--- src/rtl/fetch_unit.sv ---
// rtl/fetch_unit.sv - instruction fetch front end: PC, direct-mapped I-cache, refill FSM
module fetch_unit #(
  parameter int          LINE_WORDS = 4,
  parameter int          NUM_LINES  = 16,
  parameter logic [31:0] RESET_PC   = 32'h0000_0000
) (
  input  logic                    clock,
  input  logic                    reset,
  input  logic                    stall,
  input  logic                    PC_Src,
  input  logic [31:0]             branch_target,
  output logic                    mem_req,
  output logic [31:0]             mem_addr,
  input  logic                    mem_ready,
  input  logic [32*LINE_WORDS-1:0] mem_data_line,
  output logic [31:0]             instruction,
  output logic [31:0]             next_PC,
  output logic                    valid,
  output logic                    hit
);

  localparam int OFF_W = $clog2(LINE_WORDS);
  localparam int IDX_W = $clog2(NUM_LINES);
  localparam int TAG_W = 30 - OFF_W - IDX_W;
  localparam int SEL_W = OFF_W + 5;

  typedef enum logic {
    LOOKUP = 1'b0,
    REFILL = 1'b1
  } state_t;

  state_t state, state_next;

  logic [31:0]             pc;
  logic                    pending;
  logic [31:0]             pend_addr;
  logic [NUM_LINES-1:0]    line_valid;
  logic [TAG_W-1:0]        tag_mem  [NUM_LINES];
  logic [32*LINE_WORDS-1:0] data_mem [NUM_LINES];

  logic [IDX_W-1:0] pc_index;
  logic [TAG_W-1:0] pc_tag;
  logic [SEL_W-1:0] word_sel;
  logic [IDX_W-1:0] fill_index;
  logic [TAG_W-1:0] fill_tag;
  logic [31:0]      redirect_addr;
  logic [31:0]      lookup_word;
  logic             lookup_hit;
  logic             fill;

  assign pc_index      = pc[2+OFF_W +: IDX_W];
  assign pc_tag        = pc[31 -: TAG_W];
  assign fill_index    = mem_addr[2+OFF_W +: IDX_W];
  assign fill_tag      = mem_addr[31 -: TAG_W];
  assign redirect_addr = branch_target & ~32'd3;

  // Single-word lines have no offset field, so the word select collapses to zero.
  if (OFF_W == 0) begin : g_one_word
    assign word_sel = '0;
  end else begin : g_multi_word
    assign word_sel = {pc[2 +: OFF_W], 5'b0};
  end

  assign lookup_hit  = line_valid[pc_index] && (tag_mem[pc_index] == pc_tag);
  assign lookup_word = data_mem[pc_index][word_sel +: 32];
  assign fill        = (state == REFILL) && mem_req && mem_ready;

  always_comb begin
    state_next = state;
    case (state)
      LOOKUP: if (!PC_Src && !stall && !lookup_hit) state_next = REFILL;
      REFILL: if (fill) state_next = LOOKUP;
    endcase
  end

  always_ff @(posedge clock) begin
    if (reset) state <= LOOKUP;
    else       state <= state_next;
  end

  always_ff @(posedge clock) begin
    if (reset) begin
      pc          <= RESET_PC;
      pending     <= 1'b0;
      pend_addr   <= '0;
      line_valid  <= '0;
      instruction <= '0;
      next_PC     <= '0;
      valid       <= 1'b0;
      hit         <= 1'b0;
      mem_req     <= 1'b0;
      mem_addr    <= '0;
    end else begin
      case (state)
        LOOKUP: begin
          if (PC_Src) begin
            pc    <= redirect_addr;
            valid <= 1'b0;
            hit   <= 1'b0;
          end else if (stall) begin
            hit <= 1'b0;
          end else if (lookup_hit) begin
            instruction <= lookup_word;
            next_PC     <= pc + 32'd4;
            valid       <= 1'b1;
            hit         <= 1'b1;
            pc          <= pc + 32'd4;
          end else begin
            valid    <= 1'b0;
            hit      <= 1'b0;
            mem_req  <= 1'b1;
            mem_addr <= {pc[31:2+OFF_W], {(OFF_W+2){1'b0}}};
          end
        end
        REFILL: begin
          valid <= 1'b0;
          hit   <= 1'b0;
          if (fill) begin
            line_valid[fill_index] <= 1'b1;
            mem_req <= 1'b0;
            pending <= 1'b0;
            // A redirect in the completing cycle beats an older pending one.
            if (PC_Src)       pc <= redirect_addr;
            else if (pending) pc <= pend_addr;
          end else if (PC_Src) begin
            pending   <= 1'b1;
            pend_addr <= redirect_addr;
          end
        end
      endcase
    end
  end

  // Line storage carries no reset; line_valid alone decides whether contents count.
  always_ff @(posedge clock) begin
    if (fill) begin
      tag_mem[fill_index]  <= fill_tag;
      data_mem[fill_index] <= mem_data_line;
    end
  end

endmodule

--- config.mk ---
export PLATFORM = sky130hd
export DESIGN_NAME = fetch_unit
export DESIGN_NICKNAME = d
export VERILOG_FILES = /design/src/rtl/fetch_unit.sv
export SDC_FILE = /design/constraint.sdc
export NUM_CORES = 2
export LEC_CHECK = 0
export BUFFER_PORTS_ARGS = -buffer_cell sky130_fd_sc_hd__buf_2
export CORE_MARGIN = 3
export CORE_UTILIZATION = 25
export CTS_BUF_LIST = sky130_fd_sc_hd__clkbuf_4 sky130_fd_sc_hd__clkbuf_8
export CTS_CLUSTER_SIZE = 25
export DETAILED_ROUTE_END_ITERATION = 7
export SETUP_SLACK_MARGIN = 0.5
export SLEW_MARGIN = 30
export SYNTH_ARGS = -nofsm -noshare
export SYNTH_HDL_FRONTEND = slang
export SYNTH_SLANG_ARGS = --single-unit
--- constraint.sdc ---
create_clock -name clock -period 31.1 [get_ports clock]
set_clock_uncertainty 0.2 [all_clocks]
set_input_delay 1.555 -clock clock [delete_from_list [all_inputs] [get_ports clock]]
set_output_delay 1.555 -clock clock [all_outputs]
set_load 0.01 [all_outputs]
Yosys cells after proc, flatten, opt, wreduce, memory -nomap -nowiden
Memories as Yosys holds them, arrays and structs flattened. A register that Yosys moved wholly into a read port is not among the register bits.
Cells that the tools add are included.

operators by class
  bitwise logic cells = 6
  $lt $le $gt $ge = 3
  muxes and demuxes = 34
  shift-type cells = 1
  $add $sub $neg = 1
  equality and inequality tests = 8
  reduce and logical (&&, ||, !) cells = 17

operators by type and width
  operator                                                                              number
  32-bit 2-to-1 mux                                                                     6
  128-bit by 8-bit indexed part select with 32-bit output                               1
  32-bit one-hot mux with 2 select lines                                                1
  32-bit by 3-bit adder with 32-bit output (second input constant)                      1
  24-bit equality test                                                                  1
  1-bit 2-to-1 mux                                                                      17
  4-bit 2-to-1 mux                                                                      4
  16-bit bitwise OR                                                                     1
  4-bit AND reduction                                                                   4
  4-bit by 5-bit less-than comparator with 1-bit output (second input constant)         2
  1-bit one-hot mux with 2 select lines                                                 4
  1-bit logical AND                                                                     6
  2-bit != test (second input constant)                                                 3
  3-bit != test (second input constant)                                                 2
  1-bit NOT                                                                             5
  1-bit binary-select mux with 4-bit select                                             1
  1-bit demux with 4-bit select                                                         1
  4-bit by 1-bit greater-or-equal comparator with 1-bit output (second input constant)  1
  2-bit AND reduction                                                                   2
  1-bit logical NOT                                                                     3
  3-bit by 2-bit != test with 1-bit output (second input constant)                      1
  3-bit AND reduction                                                                   1
  2-bit by 1-bit != test with 1-bit output (second input constant)                      1
  2-bit nonzero test                                                                    1

storage, ports and cells
  memories kept = 2
  bits in registers = 175
  RAM bits = 2432
  output and inout port bits = 99

memories
  memory    words  width  read ports  clocked after Yosys merged registers in  wr ports  line  source
  data_mem  16     128    1           1                                        1         39    logic [32*LINE_WORDS-1:0] data_mem [NUM_LINES];
  tag_mem   16     24     1           1                                        1         38    logic [TAG_W-1:0] tag_mem [NUM_LINES];

Logic depth before layout (Yosys ltp)
  depth after elaboration = 9
  depth in mapped cells = 16
  mapped depth without buffers = 10

Worst setup path before layout
No wires, ideal clock.

  path type = in2reg
  start = input port mem_ready
  end = memory data_mem[0][0] (netlist bit) (enable)
  buffers on the path = 0
  arrival = 12333 ps
  required time = 30048 ps
  slack = 17715 ps
  cell stages on the path = 3
  path through = nand3_1 > or3_1 > nor3_1

on the way
  longest elaborated chain between the ends = 3

RTL lines
  item                                    line  source
  start, declared                         14    input logic mem_ready,
  1-bit logical AND                       66    assign fill = (state == REFILL) && mem_req && mem_ready;
  1-bit 2-to-1 mux                        136   if (fill) begin
  1-bit 2-to-1 mux (implied by the code)  138   data_mem[fill_index] <= mem_data_line;
  end, declared                           39

Every way passes these cells.

==> flow_metrics.env <==
export IMPL_status="complete, no violations"
export IMPL_hold_violations=0
export IMPL_cts_sinks=2607
export IMPL_synthArstFlopShare=0
export IMPL_postSynthCellCount=4421
export IMPL_synth_ff_type="edfxtp_1"
export IMPL_fin_cells=10500
export IMPL_hpwlAfterDp_um=146000
export IMPL_cts_setup_buffers=0
export IMPL_grt_pass1_wl_um=374000
export IMPL_drv_cap=0
export IMPL_grt_ovfl_total=0
export IMPL_synth_edf_count=2432
export IMPL_io_pins=264
export IMPL_postCtsHoldBufs=0
export IMPL_routabilityCongestion=0.752
export IMPL_start_kind="register"
export IMPL_placedCellCount=9781
export IMPL_leakagePower_nw=35.2
export IMPL_die_y_um=639
export IMPL_root_buffer="clkbuf_8"
export IMPL_routed_wl_um=264000
export IMPL_insertion_delay_ps=990
export IMPL_tns_ps=0
export IMPL_cts_max_level=5
export IMPL_p_total_mw=7.01
export IMPL_worst_pin_slew_ps=1080
export IMPL_drv_slew=0
export IMPL_grtUsageTotal=0.126
export IMPL_fillers=38400
export IMPL_ant_nets=0
export IMPL_power_density_nw_per_um2=60.3
export IMPL_synth_commonest_cells="edfxtp_1, mux4_2, mux2i_1, dfxtp_1, clkbuf_1"
export IMPL_synth_top_area_frac=0.729
export IMPL_setup_viol=0
export IMPL_place_area_um2=108000
export IMPL_fin_crit_sh=0.194
export IMPL_cp_max_fo=59
export IMPL_die_area_um2=408000
export IMPL_coreArea_um2=397000
export IMPL_netlist_area_um2=100000
export IMPL_yosysMostFrequentCell="edfxtp_1"
export IMPL_nets=5114
export IMPL_start_util=0.252
export IMPL_min_period_ps=6020
export IMPL_first_global_vias=49800
export IMPL_via_per_inst=4.55
export IMPL_numCtsBuffers=403
export IMPL_vdd_drop_max_v=0.0000349
export IMPL_crit_type="register to register"
export IMPL_cp_end_kind="register"
export IMPL_area_delta_synth_final_pct=15.9
export IMPL_syn_area_per_cell_um2=22.7
export IMPL_ys_warn_count=0
export IMPL_synth_seq_cells=2607
export IMPL_cts_tree="done"
export IMPL_path_clk_slew_ps=60
export IMPL_clock_path_buffers=4
export IMPL_die_x_um=639
export IMPL_io_buffer_count=255
export IMPL_drive_above_1_share=0.344
export IMPL_drtIter0Drc=4458
export IMPL_crit_arrival_ps=6570
export IMPL_fin_util=0.292
export IMPL_synth_area_top_cells="edfxtp_1, mux4_2, dfxtp_1, mux2i_1, nand2b_1"
export IMPL_num_rows=231
export IMPL_required_ps=31650
export IMPL_grt_max_degree=145
export IMPL_drcViolationCount=0
export IMPL_cts_resized_gates=0
export IMPL_num_vias=47900
export IMPL_design_area_um2=116000
export IMPL_rsz0062_at_grt="no"
export IMPL_synth_seq_area_share=0.764
export IMPL_drtPass1Iterations=5
export IMPL_fmax_mhz=166
export IMPL_yosysUniqueCellTypes=54
export IMPL_synth_largest_area_cell="edfxtp_1"
export IMPL_wl_per_cell_um=25.0
export IMPL_hp_class="register to register"
export IMPL_antenna_found_initial=99
export IMPL_max_slew_margin_rel=0.280
-- worst paths after layout --
path         depth (start not counted)  slack (ps)                        end                      start
max reg2reg                         11       25080    next_PC[9]$_SDFFE_PP0P_                   register
min                                  2         250  pend_addr[8]$_SDFFE_PP0P_  pend_addr[8]$_SDFFE_PP0P_
max                                 11       25080    next_PC[9]$_SDFFE_PP0P_                   register
min reg2reg                          2         250  pend_addr[8]$_SDFFE_PP0P_  pend_addr[8]$_SDFFE_PP0P_
-- kinds of logic (layout without fill, tap and decap cells) --
logic type | Yosys count | after routing | synth area share
XOR/XNOR | 53 | 53 | 0.00463
flip-flops | 2607 | 2607 | 0.764
buffers and inverters | 262 | 1104 | 0.0118
AO/OA/AOI/OAI | 102 | 102 | 0.00603
AND/OR/NAND/NOR | 420 | 420 | 0.0197
other | 1 | 25 | 0.0000374
multiplexers | 975 | 975 | 0.194
adder cells (fa/ha/maj) | 1 | 1 | 0.000125
-- cell type report --
cell class / instances / area, um^2 / share of cell area
clock inverters: 168 / 1110 / 0.00959
diodes: 19 / 47.5 / 0.000409
inverters: 11 / 41.3 / 0.000355
repair buffers: 368 / 2360 / 0.0204
flip-flops and latches: 2607 / 76600 / 0.659
well taps: 5242 / 6560 / 0.0565
clock buffers: 557 / 6820 / 0.0587
multi-input cells: 1557 / 22600 / 0.195
-- routing by layer --
| layer | up-vias | routed length (um) | GRT usage |
|---|---|---|---|
| met5 | - | 148 | 0 |
| met4 | 24 | 6680 | 0.0330 |
| met3 | 462 | 19500 | 0.0305 |
| met2 | 1641 | 131000 | 0.214 |
| met1 | 26100 | 106000 | 0.161 |
| li1 | 19700 | - | - |
-- state kept, by name, summed over array words and instances, names as in the netlist, named ones only --
register	flops
data_mem	2048
tag_mem	384
instruction	32
next_PC	30
pc	30
pend_addr	30
mem_addr	28
line_valid	16
hit	1
mem_req	1
pending	1
state	1
valid	1
-- critical path, cell delays in order (launching register included) --
cell and delay (ps):
dfxtp_4 840, buf_6 650, mux4_2 600, mux4_2 490, xnor2_1 380, nand4_1 280
or4_1 650, nor3_2 240, buf_4 440, buf_4 600, mux2i_1 270, nor2_1 50
-- stage by stage --
step	setup WS (ps)	hold WS (ps)
6_report	25080	254
5_1_grt	24850	278
4_1_cts	24650	257
3_5_place_dp	24610	248
3_3_place_gp	24530	252
2_1_floorplan	17710	235
-- report_power, final --
| group | switching, mW | total, mW | internal [mW] |
|---|---|---|---|
| clock | 1.32 | 2.83 | 1.52 |
| sequential | 0.0163 | 3.85 | 3.83 |
| combinational | 0.179 | 0.327 | 0.148 |
| total | 1.51 | 7.01 | 5.49 |
-- placed cells by master (no fill, tap or decap), types with 8 or more instances in the layout --
cell type,Yosys,routed
nor2_4,0,12
clkinvlp_4,0,13
mux2_2,8,8
mux4_2,773,773
a21oi_1,39,39
buf_12,1,14
nand3_1,19,18
diode_2,0,19
dfxtp_1,175,169
clkbuf_4,0,136
buf_4,11,92
nand4_1,9,9
nor2b_1,9,9
clkinv_1,1,96
nand2_1,121,121
bufinv_16,0,12
nor2_1,133,121
xnor2_1,35,35
mux2i_1,192,192
clkbuf_8,0,421
xor2_1,18,18
edfxtp_1,2432,2432
nand2b_1,90,90
buf_2,68,254
nor3_1,14,9
o21ai_0,31,31
inv_1,8,8
clkinv_2,0,39
No activity file was read; power rests on OpenSTA's default activity.
